`src/rtl/knn_bram_loader.sv`:
```
// knn_bram_loader: writes a valid/ready stream of training samples (FEATURES feature words
// then one label word) into the kNN data and label BRAMs. LOADER_CHECKSUM_EN adds a running XOR checksum.
module knn_bram_loader #(
  parameter int DATA_W   = 32,
  parameter int ADDR_W   = 8,
  parameter int FEATURES = 2,
  parameter int DEPTH    = 256
) (
  input  logic              clock,
  input  logic              reset,
  input  logic              start,
  input  logic [ADDR_W:0]   num_samples,
  input  logic              abort,
  input  logic              in_valid,
  input  logic [DATA_W-1:0] in_data,
  output logic              in_ready,
  output logic              wr_en_data,
  output logic              wr_en_lab,
  output logic [ADDR_W-1:0] wr_addr,
  output logic [DATA_W-1:0] wr_data,
  output logic              busy,
  output logic              done,
  output logic              error,
  output logic [1:0]        dbg_state
`ifdef LOADER_CHECKSUM_EN
  ,
  output logic [DATA_W-1:0] checksum
`endif
);

  // Handshake: a word moves on any rising edge where in_valid && in_ready are both high.
  // in_ready depends on state only; in_valid may be asserted before in_ready and
  // in_data must be stable whenever in_valid is high.

  typedef enum logic [1:0] {
    S_IDLE       = 2'd0,
    S_LOAD_DATA  = 2'd1,
    S_LOAD_LABEL = 2'd2,
    S_DONE       = 2'd3
  } state_t;

  localparam int PW = 2 * ADDR_W + 2;

  state_t              state;
  state_t              state_nxt;
  logic [ADDR_W:0]     num_lat;
  logic [ADDR_W-1:0]   data_ptr;
  logic [ADDR_W-1:0]   feat_cnt;
  logic [ADDR_W-1:0]   sample_cnt;

  logic [PW-1:0]       need_words;
  logic                cap_ok;
  logic                xfer;
  logic                feat_last;
  logic                sample_last;

  // Product is computed wide enough that num_samples*FEATURES can never overflow.
  assign need_words  = PW'(num_samples) * PW'(FEATURES);
  assign cap_ok      = (need_words <= PW'(DEPTH)) && (PW'(num_samples) <= PW'(DEPTH));
  assign xfer        = in_valid && in_ready;
  assign feat_last   = (feat_cnt == ADDR_W'(FEATURES - 1));
  assign sample_last = ({1'b0, sample_cnt} == (num_lat - (ADDR_W+1)'(1)));
  assign dbg_state   = state;

  always_ff @(posedge clock or posedge reset) begin
    if (reset) begin
      state <= S_IDLE;
    end else begin
      state <= state_nxt;
    end
  end

  always_comb begin
    state_nxt = state;
    case (state)
      S_IDLE: begin
        if (start && cap_ok) begin
          state_nxt = (num_samples == '0) ? S_DONE : S_LOAD_DATA;
        end
      end
      S_LOAD_DATA: begin
        if (abort) begin
          state_nxt = S_IDLE;
        end else if (xfer && feat_last) begin
          state_nxt = S_LOAD_LABEL;
        end
      end
      S_LOAD_LABEL: begin
        if (abort) begin
          state_nxt = S_IDLE;
        end else if (xfer) begin
          state_nxt = sample_last ? S_DONE : S_LOAD_DATA;
        end
      end
      S_DONE: begin
        state_nxt = S_IDLE;
      end
      default: begin
        state_nxt = S_IDLE;
      end
    endcase
  end

  always_comb begin
    in_ready = 1'b0;
    busy     = 1'b0;
    done     = 1'b0;
    case (state)
      S_LOAD_DATA, S_LOAD_LABEL: begin
        in_ready = 1'b1;
        busy     = 1'b1;
      end
      S_DONE: begin
        done = 1'b1;
      end
      default: begin
      end
    endcase
  end

  // Write port and counters; strobes default low so each transfer yields one pulse.
  always_ff @(posedge clock or posedge reset) begin
    if (reset) begin
      wr_en_data <= 1'b0;
      wr_en_lab  <= 1'b0;
      wr_addr    <= '0;
      wr_data    <= '0;
      num_lat    <= '0;
      data_ptr   <= '0;
      feat_cnt   <= '0;
      sample_cnt <= '0;
      error      <= 1'b0;
    end else begin
      wr_en_data <= 1'b0;
      wr_en_lab  <= 1'b0;
      case (state)
        S_IDLE: begin
          if (start) begin
            if (cap_ok) begin
              num_lat    <= num_samples;
              data_ptr   <= '0;
              feat_cnt   <= '0;
              sample_cnt <= '0;
              error      <= 1'b0;
            end else begin
              error <= 1'b1;
            end
          end
        end
        S_LOAD_DATA: begin
          if (abort) begin
            data_ptr   <= '0;
            feat_cnt   <= '0;
            sample_cnt <= '0;
          end else if (xfer) begin
            wr_en_data <= 1'b1;
            wr_addr    <= data_ptr;
            wr_data    <= in_data;
            data_ptr   <= data_ptr + ADDR_W'(1);
            feat_cnt   <= feat_last ? '0 : feat_cnt + ADDR_W'(1);
          end
        end
        S_LOAD_LABEL: begin
          if (abort) begin
            data_ptr   <= '0;
            feat_cnt   <= '0;
            sample_cnt <= '0;
          end else if (xfer) begin
            wr_en_lab  <= 1'b1;
            wr_addr    <= sample_cnt;
            wr_data    <= in_data;
            sample_cnt <= sample_cnt + ADDR_W'(1);
          end
        end
        default: begin
        end
      endcase
    end
  end

`ifdef LOADER_CHECKSUM_EN
  logic accept_start;
  logic do_write;

  assign accept_start = (state == S_IDLE) && start && cap_ok;
  assign do_write     = xfer && !abort;

  // Folds in the word at the same edge that raises its strobe.
  always_ff @(posedge clock or posedge reset) begin
    if (reset) begin
      checksum <= '0;
    end else if (accept_start) begin
      checksum <= '0;
    end else if (do_write) begin
      checksum <= checksum ^ in_data;
    end
  end
`endif

endmodule

```
`config.mk`:
```
export PLATFORM = sky130hd
export DESIGN_NAME = knn_bram_loader
export DESIGN_NICKNAME = d
export VERILOG_FILES = /design/src/rtl/knn_bram_loader.sv
export SDC_FILE = /design/constraint.sdc
export NUM_CORES = 1
export LEC_CHECK = 0
export CORE_MARGIN = 2
export CORE_UTILIZATION = 45
export CTS_CLUSTER_DIAMETER = 60
export CTS_CLUSTER_SIZE = 12
export DETAILED_ROUTE_END_ITERATION = 10
export GPL_ROUTABILITY_DRIVEN = 0
export MAX_ROUTING_LAYER = met4
export PLACE_DENSITY = 0.77
export SETUP_SLACK_MARGIN = 0.1
export SLEW_MARGIN = 25
export SYNTH_ARGS = -nofsm -noshare
export SYNTH_HDL_FRONTEND = slang
export SYNTH_SLANG_ARGS = --single-unit
```
`constraint.sdc`:
```
create_clock -name clock -period 2.4 [get_ports clock]
set_input_delay 0.48 -clock clock [delete_from_list [all_inputs] [get_ports clock]]
set_output_delay 0.48 -clock clock [all_outputs]
set_load 0.01 [all_outputs]
```
Word level (Yosys, flattened, before mapping)
Index checks and enable logic that the tools add are counted.
{"block": "word_totals", "reg_bits": 78, "word_cells": 83, "out_inout_bits": 48, "input_bits": 46}
{"block": "classes", "reduce_logical": 16, "n_eq_ne": 17, "muxes": 33, "n_lt_le_gt_ge": 2, "add_sub_neg": 4, "bitwise": 1}
{"operator": "$mux 8", "n": 14}
{"operator": "$pmux 8 s3", "n": 3}
{"operator": "$add 8x1->8 const B", "n": 3}
{"operator": "$ne 2x2->1 const B", "n": 9}
{"operator": "$pmux 8 s2", "n": 1}
{"operator": "$reduce_and 5->1", "n": 3}
{"operator": "$mux 2", "n": 7}
{"operator": "$le 10x9->1 const B", "n": 1}
{"operator": "$eq 8x9->1", "n": 1}
{"operator": "$le 9x9->1 const B", "n": 1}
{"operator": "$logic_not 9->1", "n": 1}
{"operator": "$ne 3x3->1 const B", "n": 3}
{"operator": "$reduce_and 3->1", "n": 3}
{"operator": "$sub 9x1->9 const B", "n": 1}
{"operator": "$eq 8x1->1 const B", "n": 1}
{"operator": "$pmux 2 s4", "n": 1}
{"operator": "$mux 1", "n": 7}
{"operator": "$eq 2x2->1 const B", "n": 2}
{"operator": "$logic_and 1x1->1", "n": 4}
{"operator": "$reduce_bool 3->1", "n": 1}
{"operator": "$eq 2x1->1 const B", "n": 1}
{"operator": "$logic_not 2->1", "n": 1}
{"operator": "$reduce_and 2->1", "n": 1}
{"operator": "$reduce_bool 2->1", "n": 1}
{"operator": "other kinds (2)", "n": 2}

Longest topological paths before layout
{"block": "logic_depth", "ltp_word": 8, "mapped_depth": 9, "ltp_nobuf": 7}

Worst setup path after synthesis
OpenSTA, ideal clock, no wires.
{"block": "synth_timing", "kind": "register -> register", "from": "reg state[0], in the netlist dbg_state[0]", "to": "reg wr_addr[5]", "t_required_ns": 2.323, "slack_ns": 0.287, "period_less_slack_ns": 2.113, "setup_time_ns": 0.077, "t_arrival_ns": 2.035, "path_buffers": 2, "path_stages_with_launch": 9, "path_cell_list": "dfrtp_1 -> inv_1 -> ha_1 -> buf_2 -> mux2i_1 -> nor3b_1 -> clkbuf_1 -> nor2_1 -> a21oi_1"}
{"block": "synth_via", "elab_chain_cells": 6, "word_cells_on_any_way": 12, "classes_between": "6 x eq/ne; 2 x mux; 4 x reduce/logical"}
{"element": "start: declaration", "line": "44", "source": "state_t state;"}
{"element": "start signal: assignment", "line": "69", "source": "state <= state_nxt;"}
{"element": "$eq 2x1->1 or $eq 2x2->1 (tied branches)", "line": "108, 136"}
{"element": "$reduce_or 2->1 (no source line)"}
{"element": "$mux 1", "line": "108", "source": "case (state)"}
{"element": "$logic_and 1x1->1", "line": "60", "source": "assign xfer = in_valid && in_ready;"}
{"element": "$ne 2x2->1 (no source line)"}
{"element": "$reduce_and 5->1 (no source line)"}
{"element": "end signal: assignment", "line": "157", "source": "wr_addr <= data_ptr;"}
{"element": "end signal: assignment", "line": "170", "source": "wr_addr <= sample_cnt;"}
{"element": "end: declaration", "line": "19", "source": "output logic [ADDR_W-1:0] wr_addr,"}
Parallel ways exist; a longest one is shown, timed or not.
A chain may end at the register's enable or synchronous reset.

Worst setup path after layout
{"block": "layout_timing", "from": "reg state[0], in the netlist dbg_state[0]", "to": "out in_ready"}
{"block": "layout_via", "elab_chain_cells": 3, "word_cells_on_any_way": 4, "classes_between": "2 x eq/ne; 1 x mux; 1 x reduce/logical"}
{"element": "$eq 2x1->1 or $eq 2x2->1 (tied branches)", "line": "108"}
{"element": "$reduce_or 2->1 (no source line) *"}
{"element": "$mux 1 *", "line": "108"}
{"element": "end: declaration", "line": "16", "source": "output logic in_ready,"}
Mark *: on every way between the ends. The rest lies on a longest branch, timed or not.

==> impl_metrics.toml <==
[run_status]
status = "completed"

[pwr]
seqPwrFrac_pct = 35.6
p_int_mw = 3.88
vdd_drop_max_mv = 0.652
powerDensity_nw_per_um2 = 1130
power_mw = 5.98
p_switching_mw = 2.11
p_clk_share_pct = 16.4
combPwrFrac_pct = 48.0
switching_share_pct = 35.2
p_leak_nw = 2.21

[floorplan]
die_area_um2 = 9330
die_h_um = 96.6
num_rows = 33
core-area_um2 = 8260
start_util_pct = 46.7
die-width_um = 96.6
boundaryPins = 94

[timing]
slew_viol_final = 0
max-slew-margin-rel_pct = 71.1
clock_skew_ps = 8.43
fin_crit_sh_pct = 93.0
finalHoldViolations = 0
rsz0062_at_grt = "yes"
finalSetupViolCount = 0
fmax_mhz = 448
period_minus_slack_ps = 2230
worstMarginPinSlew_ps = 433

[drt]
avgViaCountPerCell = 5.51
wl_met2_um = 4180
dr.first_iter.drc_count = 181
highest_layer = "met4"
wl_met3_um = 788
drt_wl_total_um = 9120
met1_length_um = 4040
vias = 3147
post-route-drc-count = 0
wl_per_cell_um = 16.0
firstDrtPassIters = 4
drtAntennaViolNets = 0

[worst_setup_path]
rr_startpoint = "feat_cnt[1]"
reg2reg_slack_ps = 190
cp.arrival_ps = 1750
crit_family = "buffers and inverters"
critPathMaxStageDelay_ps = 540
worst_setup_path_end_kind = "output pin"
path_class = "reg2out"
critPathLaunch = "dbg_state[0]"
cp_max_fo = 7
crit_chain = "inv_2, ha_4, clkdlybuf4s50_1"
critPathLaunchType = "register"
cp_num_buf_inv = 2
slowest_stage = "clkdlybuf4s50_1"
critPathRequiredTime_ps = 1920

[finish]
fillCellCount = 669
final_cell_count_no_fill = 571
ff_latch_area_um2 = 1960
fin_nets = 517
fin_area_um2 = 5290
n_antenna_cell = 0
multi_input_area_um2 = 1830
area_growth_pct = 37.1
drive_above_1_share_pct = 21.2

[logic_synthesis]
synth.top_cell.area_share_pct = 50.6
synthArstFlopShare_pct = 100
yosysSeqAreaShare_pct = 50.6
yosys_warnings = 0
syn_area_um2 = 3860
yosysMostFrequentCell = "dfrtp_1"
synthTopCellsByArea = "dfrtp_1 51%, mux2_2 11%, o21ai_0 4.3%"
synth_cell_types = 50
syn-num-nets = 407
netlist_top_cells_count = "78 x dfrtp_1, 38 x mux2_2, 33 x o21ai_0"
avgSynthCellArea_um2 = 11.0
ys_ff_latch = 78
postSynthCellCount = 351
synth-main-ff-cell = "dfrtp_1"
synth_top_area_cell = "dfrtp_1"
synth_edf_count = 0

[clocking]
clock_latency_ps = 350
path_clk_slew_ps = 80
numCtsBuffers = 9
clkSinkCount = 78
clockBufferDepth = 2
htreeDepth = 3
cts_tree = "done"
cts_root_buf = "clkbuf_8"

[global_routing]
grt_pass1_wl_um = 14400
grt_max_degree = 47
overflow = 0
grt_pass1_vias = 3082
antenna_found_initial = 0
gr-usage-all-layers_pct = 20.6

[run]
maxCapViolCount = 0

[min_path]
worstHoldPathType = "in2async"

[placed_design]
placed_area_um2 = 5030
placedCellCount = 552
dp_hpwl_um = 6730
port_buffers = 93
power by group through the flow:
stage	clock, mW	sequential [mW]	combinational (mW)
after floorplan	0	2.24	1.33
after detailed placement	0	2.15	2.77
final	0.981	2.13	2.87
after global placement	0	2.12	2.70
after CTS	0.999	2.13	2.82
after global routing	1.07	2.19	3.12
layer usage:
metal  vias up  track usage (%)
li1       1497                -
met1      1501             25.5
met2       135             34.0
met3        14             4.50
met4         0             6.22
met5         -                -
state kept, by name, summed over array words and instances, names as in the netlist:
signal and cells:
wr_addr 8, sample_cnt 8, data_ptr 8, dbg_state 2
num_lat 9, feat_cnt 8, wr_en_data 1, error 1
wr_en_lab 1, wr_data 32
cells in the final DEF (no fill, tap or decap), types with 3 or more instances in the layout:
cell,netlist,routed
clkdlybuf4s50_1,0,92
dfrtp_1,78,75
mux2_2,38,38
o21ai_0,33,31
nand2_1,21,21
nor2_1,21,21
buf_4,1,21
o31ai_1,13,13
a21oi_1,12,12
mux2i_1,10,10
ha_1,10,9
clkbuf_8,0,9
nand2b_1,8,8
nand3_1,8,8
inv_1,9,7
nand4_1,6,6
nand3b_1,4,4
nor2b_1,4,4
and2b_2,4,4
nor3_1,3,3
and2_1,3,3
or2_2,3,3
and3_1,3,3
a31oi_1,3,3
nor3b_1,3,3
xor2_1,3,3
xnor2_1,4,3
dfrtp_2,0,3
area by class of cell:
| cell class | instances | share of cell area [%] |
|---|---|---|
| Timing Repair Buffer | 116 | 21.4 |
| Sequential cell | 78 | 37.0 |
| Inverter | 9 | 0.710 |
| Clock inverter | 7 | 1.40 |
| Multi-Input combinational cell | 247 | 34.7 |
| Clock buffer | 9 | 2.34 |
| Tap cell | 105 | 2.48 |
kinds of logic after synthesis:
group | synth area share [%]
muxes | 13.7
buffers and inverters | 2.69
AOI/OAI and AO/OA | 13.4
adders and majority gates | 3.24
and+or+nand+nor | 14.8
xor gates and xnor gates | 1.59
DFF | 50.6
final timing paths:
path	depth (start not counted)	end
worst max-delay path	3	in_ready
worst min-delay path	2	wr_data[28]
worst max register to register	7	dbg_state[1]
worst min register to register	2	error
max in group asynchronous	3	feat_cnt[1]
min in group clock	2	error
stage by stage:
step | worst slack (ps) | setup TNS, ps | hold slack (ps) | utilization, %
final | 167 | 0 | 488 | 64.0
after global routing | 66.9 | 0 | 513 | 64.0
after CTS | 131 | 0 | 497 | 63.5
after detailed placement | -98.4 | -941 | 486 | 60.9
after global placement | -21.1 | -93.2 | 467 | 60.9
after floorplan | 287 | 0 | 447 | -
what timing repair did:
| action | 4_1_cts | 5_1_grt |
|---|---|---|
| hold buffers | 0 | 0 |
| setup buffers | 0 | 3 |
| gates resized for setup | 3 | 10 |
| pin swaps | 0 | 2 |
| setup endpoints to repair | 2 | 8 |
No activity file was read; power rests on OpenSTA's default activity.
